## config.mk

```make
export PLATFORM = sky130hd
export DESIGN_NAME = fetch_unit
export DESIGN_NICKNAME = d
export VERILOG_FILES = /design/src/rtl/fetch_unit_pkg.sv /design/src/rtl/if_id_reg.sv /design/src/rtl/fetch_unit.sv
export SDC_FILE = /design/constraint.sdc
export NUM_CORES = 1
export LEC_CHECK = 0
export ABC_CLOCK_PERIOD_IN_PS = 1950
export BUFFER_PORTS_ARGS = -buffer_cell sky130_fd_sc_hd__buf_2
export CORE_MARGIN = 2
export CORE_UTILIZATION = 30
export DETAILED_ROUTE_END_ITERATION = 6
export PLACE_DENSITY_LB_ADDON = 0.05
export SLEW_MARGIN = 30
export SYNTH_ARGS = -nofsm -noshare
export SYNTH_HDL_FRONTEND = slang
export SYNTH_SLANG_ARGS = --single-unit
```

## constraint.sdc

```tcl
create_clock -name clk -period 1.95 [get_ports clk]
set_input_delay 0.39 -clock clk [delete_from_list [all_inputs] [get_ports clk]]
set_output_delay 0.39 -clock clk [all_outputs]
set_load 0.01 [all_outputs]
```

## src/rtl/fetch_unit_pkg.sv

```systemverilog
// rtl/fetch_unit_pkg.sv - shared parameters, encodings and helpers for the fetch unit
package fetch_unit_pkg;

  localparam logic [31:0] RESET_PC_DEFAULT = 32'h0000_0000;
  localparam logic [31:0] NOP              = 32'h0000_0000;

  typedef enum logic [3:0] {
    ALUC_ADD  = 4'd0,
    ALUC_SUB  = 4'd1,
    ALUC_AND  = 4'd2,
    ALUC_OR   = 4'd3,
    ALUC_XOR  = 4'd4,
    ALUC_SLL  = 4'd5,
    ALUC_SRL  = 4'd6,
    ALUC_SRA  = 4'd7,
    ALUC_SLT  = 4'd8,
    ALUC_SLTU = 4'd9
  } aluc_e;

  typedef enum logic [1:0] {
    FETCH = 2'd0,
    HOLD  = 2'd1,
    DROP  = 2'd2
  } fetch_state_e;

  function automatic logic [31:0] pc_plus4(input logic [31:0] pc);
    return pc + 32'd4;
  endfunction

endpackage

```

## src/rtl/if_id_reg.sv

```systemverilog
// rtl/if_id_reg.sv - IF/ID pipeline register with load, hold and bubble insertion
module if_id_reg
  import fetch_unit_pkg::*;
(
  input  logic        clk,
  input  logic        rst,
  input  logic        load,
  input  logic        bubble,
  input  logic [31:0] inst,
  input  logic [31:0] pc4,
  output logic [31:0] id_inst,
  output logic [31:0] id_pc4,
  output logic        id_valid
);

  always_ff @(posedge clk) begin
    if (rst || bubble) begin
      id_inst  <= NOP;
      id_pc4   <= '0;
      id_valid <= 1'b0;
    end else if (load) begin
      id_inst  <= inst;
      id_pc4   <= pc4;
      id_valid <= 1'b1;
    end
  end

endmodule

```

## src/rtl/fetch_unit.sv

```systemverilog
// rtl/fetch_unit.sv - instruction fetch FSM with stall buffering and redirect handling
module fetch_unit
  import fetch_unit_pkg::*;
#(
  parameter logic [31:0] RESET_PC = RESET_PC_DEFAULT
) (
  input  logic        clk,
  input  logic        rst,
  input  logic        stall,
  input  logic        branch,
  input  logic        cancel_next,
  input  logic [31:0] target,
  output logic        imem_req,
  output logic [31:0] imem_addr,
  input  logic        imem_ack,
  input  logic [31:0] imem_rdata,
  output logic [31:0] id_inst,
  output logic [31:0] id_pc4,
  output logic        id_valid
);

  fetch_state_e state_q;
  logic [31:0]  addr_q;
  logic [31:0]  buf_inst;
  logic [31:0]  buf_addr;
  logic [31:0]  redirect_q;
  logic         out_q;
  logic         stale_q;
  logic         squash;
  logic         ifid_load;
  logic         ifid_bubble;
  logic [31:0]  ifid_inst;
  logic [31:0]  ifid_pc4;

  assign imem_req  = !rst && (state_q != HOLD);
  assign imem_addr = addr_q;
  assign squash    = branch | cancel_next;

  // IF/ID only moves when ID accepts; a redirect always forces a bubble.
  always_comb begin
    ifid_load   = 1'b0;
    ifid_bubble = 1'b0;
    ifid_inst   = imem_rdata;
    ifid_pc4    = pc_plus4(addr_q);
    if (!stall || branch) begin
      case (state_q)
        FETCH: begin
          if (imem_ack && !squash && !stale_q) ifid_load = 1'b1;
          else ifid_bubble = 1'b1;
        end
        HOLD: begin
          if (!squash) begin
            ifid_load = 1'b1;
            ifid_inst = buf_inst;
            ifid_pc4  = pc_plus4(buf_addr);
          end else begin
            ifid_bubble = 1'b1;
          end
        end
        default: ifid_bubble = 1'b1;
      endcase
    end
  end

  // stale_q marks a request that was in flight when reset hit; its ack is swallowed.
  always_ff @(posedge clk) begin
    if (rst) begin
      state_q    <= FETCH;
      addr_q     <= RESET_PC;
      buf_inst   <= NOP;
      buf_addr   <= '0;
      redirect_q <= '0;
      out_q      <= 1'b0;
      stale_q    <= (stale_q | out_q) & ~imem_ack;
    end else begin
      out_q <= imem_req & ~imem_ack;
      case (state_q)
        FETCH: begin
          if (branch) begin
            stale_q <= 1'b0;
            if (imem_ack) begin
              addr_q <= target;
            end else begin
              redirect_q <= target;
              state_q    <= DROP;
            end
          end else if (stale_q) begin
            if (imem_ack) stale_q <= 1'b0;
          end else if (imem_ack) begin
            if (stall) begin
              buf_inst <= imem_rdata;
              buf_addr <= addr_q;
              state_q  <= HOLD;
            end else begin
              addr_q <= pc_plus4(addr_q);
            end
          end
        end
        HOLD: begin
          if (branch) begin
            addr_q  <= target;
            state_q <= FETCH;
          end else if (!stall) begin
            addr_q  <= pc_plus4(buf_addr);
            state_q <= FETCH;
          end
        end
        default: begin
          if (imem_ack) begin
            addr_q  <= branch ? target : redirect_q;
            state_q <= FETCH;
          end else if (branch) begin
            redirect_q <= target;
          end
        end
      endcase
    end
  end

  if_id_reg u_if_id_reg (
    .clk      (clk),
    .rst      (rst),
    .load     (ifid_load),
    .bubble   (ifid_bubble),
    .inst     (ifid_inst),
    .pc4      (ifid_pc4),
    .id_inst  (id_inst),
    .id_pc4   (id_pc4),
    .id_valid (id_valid)
  );

endmodule

```

Yosys cells after proc, flatten, opt, wreduce, memory -nomap -nowiden --
Index checks and enable logic that the tools add are counted.
Operators by class: bitwise gates (word level) 8, multiplexer cells 42, equality and inequality tests 10, reductions and logical operators 17, add/sub/neg operators 2
Operator list (count):
- $mux W32 | 18
- $pmux W32 S2 | 2
- $add A32 B3 Y32 const B | 2
- $ne A3 B3 Y1 const B | 6
- $mux W2 | 8
- $mux W1 | 11
- $reduce_and A5 Y1 | 2
- $reduce_and A6 Y1 | 1
- $logic_not A1 Y1 | 4
- $ne A2 B2 Y1 const B | 2
- $not A1 Y1 | 4
- $pmux W1 S2 | 2
- $pmux W2 S2 | 1
- $reduce_bool A2 Y1 | 2
- $logic_and A1 B1 Y1 | 3
- $reduce_and A3 Y1 | 1
- $reduce_bool A3 Y1 | 1
- $and A1 B1 Y1 | 2
- $eq A2 B1 Y1 const B | 1
- $logic_not A2 Y1 | 1
- $logic_or A1 B1 Y1 | 2
- $ne A2 B1 Y1 const B | 1
- $or A1 B1 Y1 | 2
Storage, ports and cells: word-level logic and storage cells 89, output and inout bits 98, bits in registers 197

Logic depth before layout (Yosys ltp) --
Gate-level depths: netlist (run 1).
depth after elaboration 8, mapped depth 9

Hierarchy --
A second synthesis (run 1) with hierarchy kept.
Second synthesis, totals: cell total of the unflattened synthesis 1188, area, all modules 9718.1 sq um
By module, submodules not included:
- fetch_unit | seq. area each 2652.5 sq um, area an instance 7378.3 sq um, cells an instance 978, times used 1
- if_id_reg | seq. area each 1301.2 sq um, area an instance 2339.7 sq um, cells an instance 210, times used 1

Least setup slack after synthesis (run 1) --
No wires, ideal clock.
kind reg2reg, from reg addr_q[13] (netlist: imem_addr[13]), to reg addr_q[26] (netlist: imem_addr[26]), setup slack -99 ps, buffers on the path 2, cell stages (with the launch flop) 9, arrival time 1926 ps, required time 1826 ps, setup time 124 ps, period minus slack after synthesis 2049 ps, cells stage by stage dfxtp_1 -> buf_4 -> and4_4 -> nand4_4 -> or4_1 -> buf_2 -> o21a_1 -> o21ai_1 -> a31oi_1
On the way: longest elaborated chain between the ends 6
Ends and longest elaborated chain:
- start: declaration | RTL line fetch_unit.sv:23 | logic [31:0] addr_q;
- start signal: assignment | RTL line fetch_unit.sv:82 | addr_q <= target;
- start signal: assignment | RTL line fetch_unit.sv:95 | addr_q <= pc_plus4(addr_q);
- start signal: assignment | RTL line fetch_unit.sv:101 | addr_q <= target;
- $add A32 B3 Y32 | RTL line fetch_unit_pkg.sv:27 | return pc + 32'd4;
- $mux W32 | RTL line fetch_unit.sv:90 | if (stall) begin
- $mux W32 | RTL line fetch_unit.sv:89 | end else if (imem_ack) begin
- $mux W32 | RTL line fetch_unit.sv:87 | end else if (stale_q) begin
- $mux W32 | RTL line fetch_unit.sv:79 | if (branch) begin
- $pmux W32 S2 | RTL line fetch_unit.sv:77 | case (state_q)
No other way between the ends. The select of a mux whose other input is x is not followed. A chain may end at the register's enable or synchronous reset.

Worst setup path in the final report (run 1) --
from reg buf_addr[3], to reg addr_q[26] (netlist: imem_addr[26])
On the way: longest elaborated chain between the ends 4
Ends and longest elaborated chain:
- start: declaration | RTL line fetch_unit.sv:25 | logic [31:0] buf_addr;
- start signal: assignment | RTL line fetch_unit.sv:92 | buf_addr <= addr_q;
- $add A32 B3 Y32 | RTL line fetch_unit_pkg.sv:27
- $mux W32 | RTL line fetch_unit.sv:103 | end else if (!stall) begin
- $mux W32 | RTL line fetch_unit.sv:100 | if (branch) begin
- $pmux W32 S2 | RTL line fetch_unit.sv:77
- end signal: assignment | RTL line fetch_unit.sv:82
- end signal: assignment | RTL line fetch_unit.sv:101
- end signal: assignment | RTL line fetch_unit.sv:104 | addr_q <= pc_plus4(buf_addr);
No other way between the ends. The select of a mux whose other input is x is not followed.

==> reports/results.ini, run 1 <==
[critical_path]
path_delay_family=simple AND/OR/NAND/NOR gates
max_stage_delay_ns=0.37
end_kind=flip-flop
required_ns=2.32
critPathMaxFanout=4
critPathLaunchType=flip-flop
crit_type=flip-flop to flip-flop
reg2regPathDepth=8
cp_slowest_cell=or3_1
critical_path_buf_inv_count=2
arrival_ns=2.37
cp_cell_sequence=ha_4, inv_4, nor4_4, buf_4, nand4_1, xor2_1, or3_1, a31oi_1
path_depth=8

[timing]
period_share_pct=103
timing.final.crit_period_ns=2.00
max_freq_mhz=499
setup_ws_ns=-0.0533
drv_slew=0
setup_viol=2
clock_skew_ns=0.0126
worst_pin_slew_ns=0.587
hold_viol=0
slew_headroom_pct=60.4
rsz0062_at_grt=yes

[clock_network]
cts_buffer_depth=2
h-tree-depth=4
cts-root-buf=clkbuf_16
clkTransAtPathRegs_ns=0.08
hold_buffers=0
clk_latency_ns=0.46
cts-buffers-inserted=17
cts_num_sinks=197
cts_tree=done

[yosys]
synth_edf_count=1
syn_area_um2=9580
ys_seq_elements=197
async_flop_share_pct=0
avgSynthCellArea_um2=7.49
synth-warning-count=0
ys.flop_type=dfxtp_1
seq_area_frac_synth_pct=41.3
ys_types=69
synth_nets=1352
syn_inst=1280

[global_routing]
grt_pass1_wl_um=57900
grt_max_degree=89
antenna_found_initial=0
overflow=0
grt_pass1_vias=9790
grtUsageTotal_pct=22.6

[layout]
mostFrequentLayoutCell=nand2_1
layout.nets=1621
syn_to_final_growth_pct=36.2
layout_common_cells=nand2_1, a21oi_1, buf_2, dfxtp_1, buf_4
antenna_cells=0
drive_gt1_share_pct=31.4

[die]
core_area_um2=31500
die-height_um=183
rows=65
top_level_ports=168
die_x_um=183
start_util_pct=30.4
die_area_um2=33400

[drt]
drc=0
drt-total-wl_um=37700
num_vias=10104
ant_nets=0
viasPerCell=5.14
wl_per_cell_um=19.2
dr.pass1.iters=5
first_iter_violations=724

[power_and_ir_drop]
power.total_uw=9470
ir_drop_v=0.000602
swShare_pct=29.2
p_leak_uw=0.00533
power_switching_uw=2770
share_comb_of_total_power_pct=14.6
pwr-share-seq_pct=45.4
power_frac_clock_pct=40.1
intPower_uw=6700
power.density_nw_per_um2=726

[min_path]
min_path_type=input pin to flip-flop
hold_depth=3

[placement]
gp_congestion=0.847
place_ws_ns=-0.269
hpwl_um=26500
io_buffers=167

[flow_run]
max_cap_viol_count=0

[outcome]
status=complete, but fails checks
violations=setup timing

[power groups by stage]
stage	Sequential (uW)	Clock [uW]	Combinational [uW]
after global placement	4380	0	1330
after global routing	4320	4050	1510
final	4300	3790	1380
after detailed placement	4390	0	1340
after CTS	4290	3910	1350
after floorplan	4430	0	603
[worst paths after layout]
kind	startpoint	end	slack [ns]
worst min register to register	redirect_q[29]	redirect_q[29]	0.45
worst max register to register	buf_addr[3]	imem_addr[26]	-0.05
worst max-delay path	buf_addr[3]	imem_addr[26]	-0.05
worst min-delay path	target[25]	redirect_q[25]	0.18
[worst min-delay path, stage by stage]
cell and delay [ns]:
buf_2 0.10, nand2_1 0.05, a21oi_1 0.05
[what timing repair did]
action / 4_1_cts / 5_1_grt
setup buffers: 3 / 13
setup endpoints to repair: 57 / 80
resized for setup: 31 / 73
pin swaps: 1 / 31
[state kept, by name, indices dropped and copies added, names as in the netlist]
name	flops
buf_addr	32
buf_inst	32
imem_addr	32
redirect_q	32
u_if_id_reg.id_inst	32
u_if_id_reg.id_pc4	32
state_q	2
out_q	1
stale_q	1
u_if_id_reg.id_valid	1
[routing by layer]
metal | vias up | share of wire, % | GRT usage (%)
met5 | - | 0 | 0
met4 | 0 | 1.8 | 6.90
met3 | 33 | 3.1 | 3.25
met2 | 212 | 48 | 38.1
met1 | 4883 | 47 | 29.8
li1 | 4976 | - | -
[stage by stage]
| stage | hold slack [ns] | instances | setup TNS (ns) | util (%) | area [um2] |
|---|---|---|---|---|---|
| final | 0.178 | 1964 | -0.0925 | 41.5 | 13100 |
| after global placement | 0.439 | 1917 | -11.84 | 37.8 | 11900 |
| after floorplan | 0.432 | 1280 | -0.0103 | - | 9610 |
| after CTS | 0.153 | 1952 | -0.204 | 40.2 | 12700 |
| after global routing | 0.153 | 1964 | -0.556 | 41.5 | 13100 |
| after detailed placement | 0.444 | 1917 | -13.33 | 37.8 | 11900 |
[kinds of logic (layout without fill, tap and decap cells)]
family          after synthesis  in the layout  share of synthesized area (%)
mux                           4              4                          0.431
compound gates              366            366                           22.2
xor+xnor                     55             55                           5.03
simple gates                545            545                           25.3
flops                       197            197                           41.3
fa+ha+maj                     2              2                          0.261
buf+inv                     111            393                           5.55
[synth_stat cells, types with 7 or more instances]
library cell  count  area share, %
inv_1             9           0.35
xor2_1           21            1.9
a221oi_1         12            1.1
o21ai_0          57            3.0
a31oi_1          10           0.65
and3_1           18            1.2
nor4_1            8           0.52
nor3_1           11           0.57
buf_2            17           0.89
xnor2_1          34            3.1
dfxtp_1         196             41
nor2_1           81            3.2
and4_1            7           0.64
clkbuf_1         69            2.7
nand2_1         340             13
o221ai_1          9           0.82
nand3_1          26            1.4
nand4_1          18            1.2
a21oi_1         217             11
o211ai_1         14            1.1
[cell type report]
type,count,area (um2)
clock buffer,17,425
timing repair buffer,352,2430
sequential,197,4000
clock inverter,15,186
multi-input combinational,972,5470
inverter,9,36.3
fill,3300,18400
tap,402,503
(Power assumes the default switching activity.)
==> run 2, diff against run 1 <==
--- a/config.mk
+++ b/config.mk
@@ -5,10 +5,10 @@
 export SDC_FILE = /design/constraint.sdc
 export NUM_CORES = 1
 export LEC_CHECK = 0
-export ABC_CLOCK_PERIOD_IN_PS = 1950
+export ABC_CLOCK_PERIOD_IN_PS = 1800
 export BUFFER_PORTS_ARGS = -buffer_cell sky130_fd_sc_hd__buf_2
 export CORE_MARGIN = 2
-export CORE_UTILIZATION = 30
+export CORE_UTILIZATION = 45
 export DETAILED_ROUTE_END_ITERATION = 6
 export PLACE_DENSITY_LB_ADDON = 0.05
 export SLEW_MARGIN = 30
==> constraint.sdc (replaced) <==
create_clock -name clk -period 1.8 [get_ports clk]
set_input_delay 0.36 -clock clk [delete_from_list [all_inputs] [get_ports clk]]
set_output_delay 0.36 -clock clk [all_outputs]
set_load 0.01 [all_outputs]
==> run 2 against run 1 <==
Net effect:
- the run still ends with setup timing left
- sequential share of layout area is 1.9 points lower
- combinational power rose by 20%
- die area down 33%
- register-to-register slack worse by 0.098 ns
==> reports/results.ini, run 2 (synthesis results as in run 1) <==
[outcome]
status=complete, but fails checks
violations=setup timing

[power_and_ir_drop]
power.density_nw_per_um2=738
p_leak_uw=0.00577
pwr-share-seq_pct=45.1
power.total_uw=10300
ir_drop_v=0.000584
swShare_pct=29.3
power_switching_uw=3010
share_comb_of_total_power_pct=16.1
power_frac_clock_pct=38.8
intPower_uw=7280

[die]
die_area_um2=22500
top_level_ports=168
start_util_pct=45.7
die-height_um=150
rows=53
die_x_um=150
core_area_um2=21000

[placement]
hpwl_um=23500
place_ws_ns=-0.384
gp_congestion=0.895
io_buffers=167
placed_cells_incl_taps=1809
place_area_um2=11900

[critical_path]
arrival_ns=2.32
max_stage_delay_ns=0.35
critPathMaxFanout=5
crit_type=flip-flop to flip-flop
path_delay_family=simple AND/OR/NAND/NOR gates
critPathLaunchType=flip-flop
required_ns=2.16
critical_path_buf_inv_count=2
critPathLaunch=imem_addr[5]
cp_cell_sequence=and4_4, nand4_4, buf_6, nor4_4, buf_4, nand2_4, o221a_4, o22ai_2
cp_slowest_cell=nor4_4
end_kind=flip-flop
r2r-start=imem_addr[5]

[layout]
drive_gt1_share_pct=38.3
syn_to_final_growth_pct=45.5
layout_common_cells=nand2_1, a21oi_1, buf_4, dfxtp_1, buf_2
layout.nets=1664
seq_area_um2=4000
mostFrequentLayoutCell=nand2_1
stdcell_count=1880
final_area_um2=13900
antenna_cells=0
multi_input_area_um2=5990
fill_cells=1812

[drt]
num_vias=10521
wl_per_cell_um=18.4
dr.pass1.iters=5
viasPerCell=5.60
first_iter_violations=798
drc=0
ant_nets=0
drt-total-wl_um=34600

[min_path]
min_path_type=input pin to flip-flop
hold_start=imem_rdata[7]

[global_routing]
grtUsageTotal_pct=29.4
overflow=0
grt.met1_usage_pct=41.4
use_met2_pct=46.6
grt_pass1_wl_um=51600
antenna_found_initial=0
grt.busiest_layer=met2
grt_max_degree=76
grt_pass1_vias=9571
grt_util_met3_pct=5.06

[clock_network]
hold_buffers=0
cts_tree=done
cts-root-buf=clkbuf_16
cts-buffers-inserted=17
cts_num_sinks=197
clkTransAtPathRegs_ns=0.08
cts_buffer_depth=2
clk_latency_ns=0.44
h-tree-depth=4

[timing]
slew_headroom_pct=67.3
drv_slew=0
rsz0062_at_grt=yes
setup_viol=56
setup_ws_ns=-0.152
max_freq_mhz=512
clock_skew_ns=0.0122
timing.final.crit_period_ns=1.95
period_share_pct=108
hold_viol=0
worst_pin_slew_ns=0.489
hold_ws_ns=0.161

[flow_run]
max_cap_viol_count=0

run 2: cell type report:
type	count	area share (%)
inverter	9	0.296
clock buffer	18	3.15
sequential	197	28.7
tap	275	2.47
timing repair buffer	395	21.1
clock inverter	14	1.27
multi-input combinational	972	43.0
run 2: worst paths after layout:
check / endpoint / slack, ns / cells after the start
min reg2reg: redirect_q[10] / 0.45 / 2
min: buf_inst[7] / 0.16 / 3
max reg2reg: imem_addr[29] / -0.15 / 8
max: imem_addr[29] / -0.15 / 8
run 2: timing repair:
action                     CTS  global route
gates cloned                 2             4
gates resized for setup     90           161
setup endpoints to repair   90            94
buffers inserted            13            21
pin swaps                   29            54
run 2: power groups by stage:
stage / clock, uW / sequential, uW / combinational, uW
3_5_place_dp: 0 / 4740 / 1410
4_1_cts: 4060 / 4640 / 1470
6_report: 3990 / 4640 / 1650
3_3_place_gp: 0 / 4730 / 1410
2_1_floorplan: 0 / 4800 / 656
5_1_grt: 4240 / 4660 / 1780
run 2: worst register-to-register path, delay by kind of cell (launching register included):
| family | cells | cell delay [ns] |
|---|---|---|
| AO/OA/AOI/OAI | 2 | 0.38 |
| flip-flops | 1 | 0.34 |
| buffers and inverters | 2 | 0.36 |
| AND/OR/NAND/NOR | 4 | 0.80 |
run 2: metal layers:
layer | vias up | wire (um) | part of all wire (%)
li1 | 5053 | - | -
met1 | 5041 | 15300 | 44
met2 | 373 | 16200 | 47
met3 | 54 | 2330 | 6.7
met4 | 0 | 717 | 2.1
met5 | - | 0 | 0
run 2: stage by stage:
stage	TNS, ns	utilization [%]
2_1_floorplan	-1.06	-
3_3_place_gp	-18.88	56.8
3_5_place_dp	-20.55	56.8
4_1_cts	-1.45	62.0
5_1_grt	-8.73	66.5
6_report	-2.55	66.5
==> run 3, diff against run 2 <==
--- a/config.mk
+++ b/config.mk
@@ -11,6 +11,7 @@
 export CORE_UTILIZATION = 45
 export DETAILED_ROUTE_END_ITERATION = 6
 export PLACE_DENSITY_LB_ADDON = 0.05
+export REMOVE_ABC_BUFFERS = 1
 export SLEW_MARGIN = 30
 export SYNTH_ARGS = -nofsm -noshare
 export SYNTH_HDL_FRONTEND = slang
==> run 3 against run 2 <==
Net effect:
- the flow still finishes with violations (setup timing)
- sequential power is essentially flat
- via count grew 3.1%
- setup slack gained 0.013 ns
- maximum frequency grew 0.65%
==> reports/results.ini, run 3 (synthesis results as in run 1) <==
[power_and_ir_drop]
power.density_nw_per_um2=711
ir_drop_v=0.000600
share_comb_of_total_power_pct=17.0
power.total_uw=10100
intPower_uw=7110
power_switching_uw=3030
pwr-share-seq_pct=45.8
swShare_pct=29.9
power_frac_clock_pct=37.2
p_leak_uw=0.00586

[clock_network]
hold_buffers=0
cts_buffer_depth=2
clkTransAtPathRegs_ns=0.08
cts_tree=done
clk_latency_ns=0.45
cts_num_sinks=197
cts-root-buf=clkbuf_16
h-tree-depth=4
cts-buffers-inserted=17

[drt]
wl_met1_um=15200
route.met3.wl_um=2380
wl_per_cell_um=19.6
num_vias=10848
first_iter_violations=813
ant_nets=0
drc=0
dr.pass1.iters=7
drt-total-wl_um=37000
viasPerCell=5.74
top_layer_used=met5
wl_met2_um=18000

[timing]
timing.final.crit_period_ns=1.94
hold_viol=0
max_freq_mhz=516
setup_ws_ns=-0.139
period_share_pct=108
hold_ws_ns=0.155
drv_slew=0
rsz0062_at_grt=yes
slew_headroom_pct=71.8
clock_skew_ns=0.0106
worst_pin_slew_ns=0.420
setup_viol=61

[critical_path]
arrival_ns=2.25
critPathMaxFanout=4
reg2regPathDepth=8
r2r-start=buf_addr[2]
endpoint=imem_addr[14]
end_kind=flip-flop
r2r_slack_ns=-0.14
critPathLaunch=buf_addr[2]
critPathLaunchType=flip-flop
rr_endpoint=imem_addr[14]
crit_type=flip-flop to flip-flop
required_ns=2.11

[layout]
antenna_cells=0
final_area_um2=14300
drive_gt1_share_pct=40.9
fill_cells=1819
layout.nets=1674
post-route-util_pct=68.0
syn_to_final_growth_pct=48.8
mostFrequentLayoutCell=nand2_1
multi_input_area_um2=6140
layout_common_cells=nand2_1, buf_4, a21oi_1, dfxtp_1, buf_2
seq_area_um2=4000

[outcome]
status=complete, but fails checks
violations=setup timing

[global_routing]
grt_pass1_vias=9767
overflow=0
grt_max_degree=78
grt_pass1_wl_um=52000
grtUsageTotal_pct=29.6
antenna_found_initial=1

[placement]
gp_congestion=0.911
hpwl_um=22900
place_ws_ns=-0.300
place_area_um2=11800
io_buffers=167

[die]
die_x_um=150
core_area_um2=21000
top_level_ports=168
die_area_um2=22500
die-height_um=150
rows=53
start_util_pct=45.7

[min_path]
min_path_type=input pin to flip-flop
hold_start=imem_rdata[29]

[flow_run]
max_cap_viol_count=0

==> run 3: cell types whose count changed in the layout (fill, tap and decap cells not counted), sizes merged <==
cell / change
clkinvlp: +2
buf: +4
bufinv: -1
inv: -3
clkbuf: +5
or3: +1
clkinv: +2
==> run 3: power groups by stage <==
| stage | Sequential, uW | Clock [uW] | Combinational (uW) |
|---|---|---|---|
| 3_5_place_dp | 4730 | 0 | 1420 |
| 2_1_floorplan | 4810 | 0 | 503 |
| 4_1_cts | 4630 | 3790 | 1480 |
| 3_3_place_gp | 4720 | 0 | 1410 |
| 5_1_grt | 4670 | 3970 | 1840 |
| 6_report | 4650 | 3770 | 1720 |
==> run 3: what timing repair did <==
action	in CTS	in global routing
gates resized for setup	101	217
pin swaps	42	92
buffers inserted	17	38
setup endpoints to repair	91	115
gates cloned	2	10
==> run 3: area by class of cell <==
| class | count | area share (%) |
|---|---|---|
| clock buffers | 18 | 3.01 |
| clock inverters | 14 | 1.01 |
| inverters | 9 | 0.290 |
| multi-input cells | 973 | 43.1 |
| flip-flops and latches | 197 | 28.0 |
| well taps | 275 | 2.41 |
| repair buffers | 404 | 22.1 |
==> run 3: worst min-delay path by stage <==
stage | end | slack [ns] | cells past startpoint
after floorplan | redirect_q[18] | 0.43 | 2
after global placement | redirect_q[30] | 0.44 | 2
after detailed placement | redirect_q[27] | 0.45 | 2
after CTS | buf_inst[10] | 0.15 | 3
after global routing | redirect_q[1] | 0.15 | 3
final | buf_inst[29] | 0.16 | 3
==> run 3: worst max-delay path: stages, from the launching register on <==
cell and delay (ns):
dfxtp_4 0.37, ha_4 0.16, inv_4 0.04, buf_4 0.13
nor2_4 0.10, nand4_1 0.14, xnor2_2 0.35, a2111oi_2 0.14
nor4_1 0.38
==> run 3: routing by layer <==
metal	GRT usage, %	vias to the layer above
li1	-	5099
met1	38.0	5185
met2	50.1	465
met3	4.36	97
met4	11.8	2
met5	0	-
==> run 3: through the flow <==
stage / TNS, ns / cells
floorplan: -342.06 / 1178
global placement: -25.67 / 1798
detailed placement: -27.51 / 1798
CTS: -0.859 / 1847
global route: -8.20 / 1890
finish: -3.46 / 1890
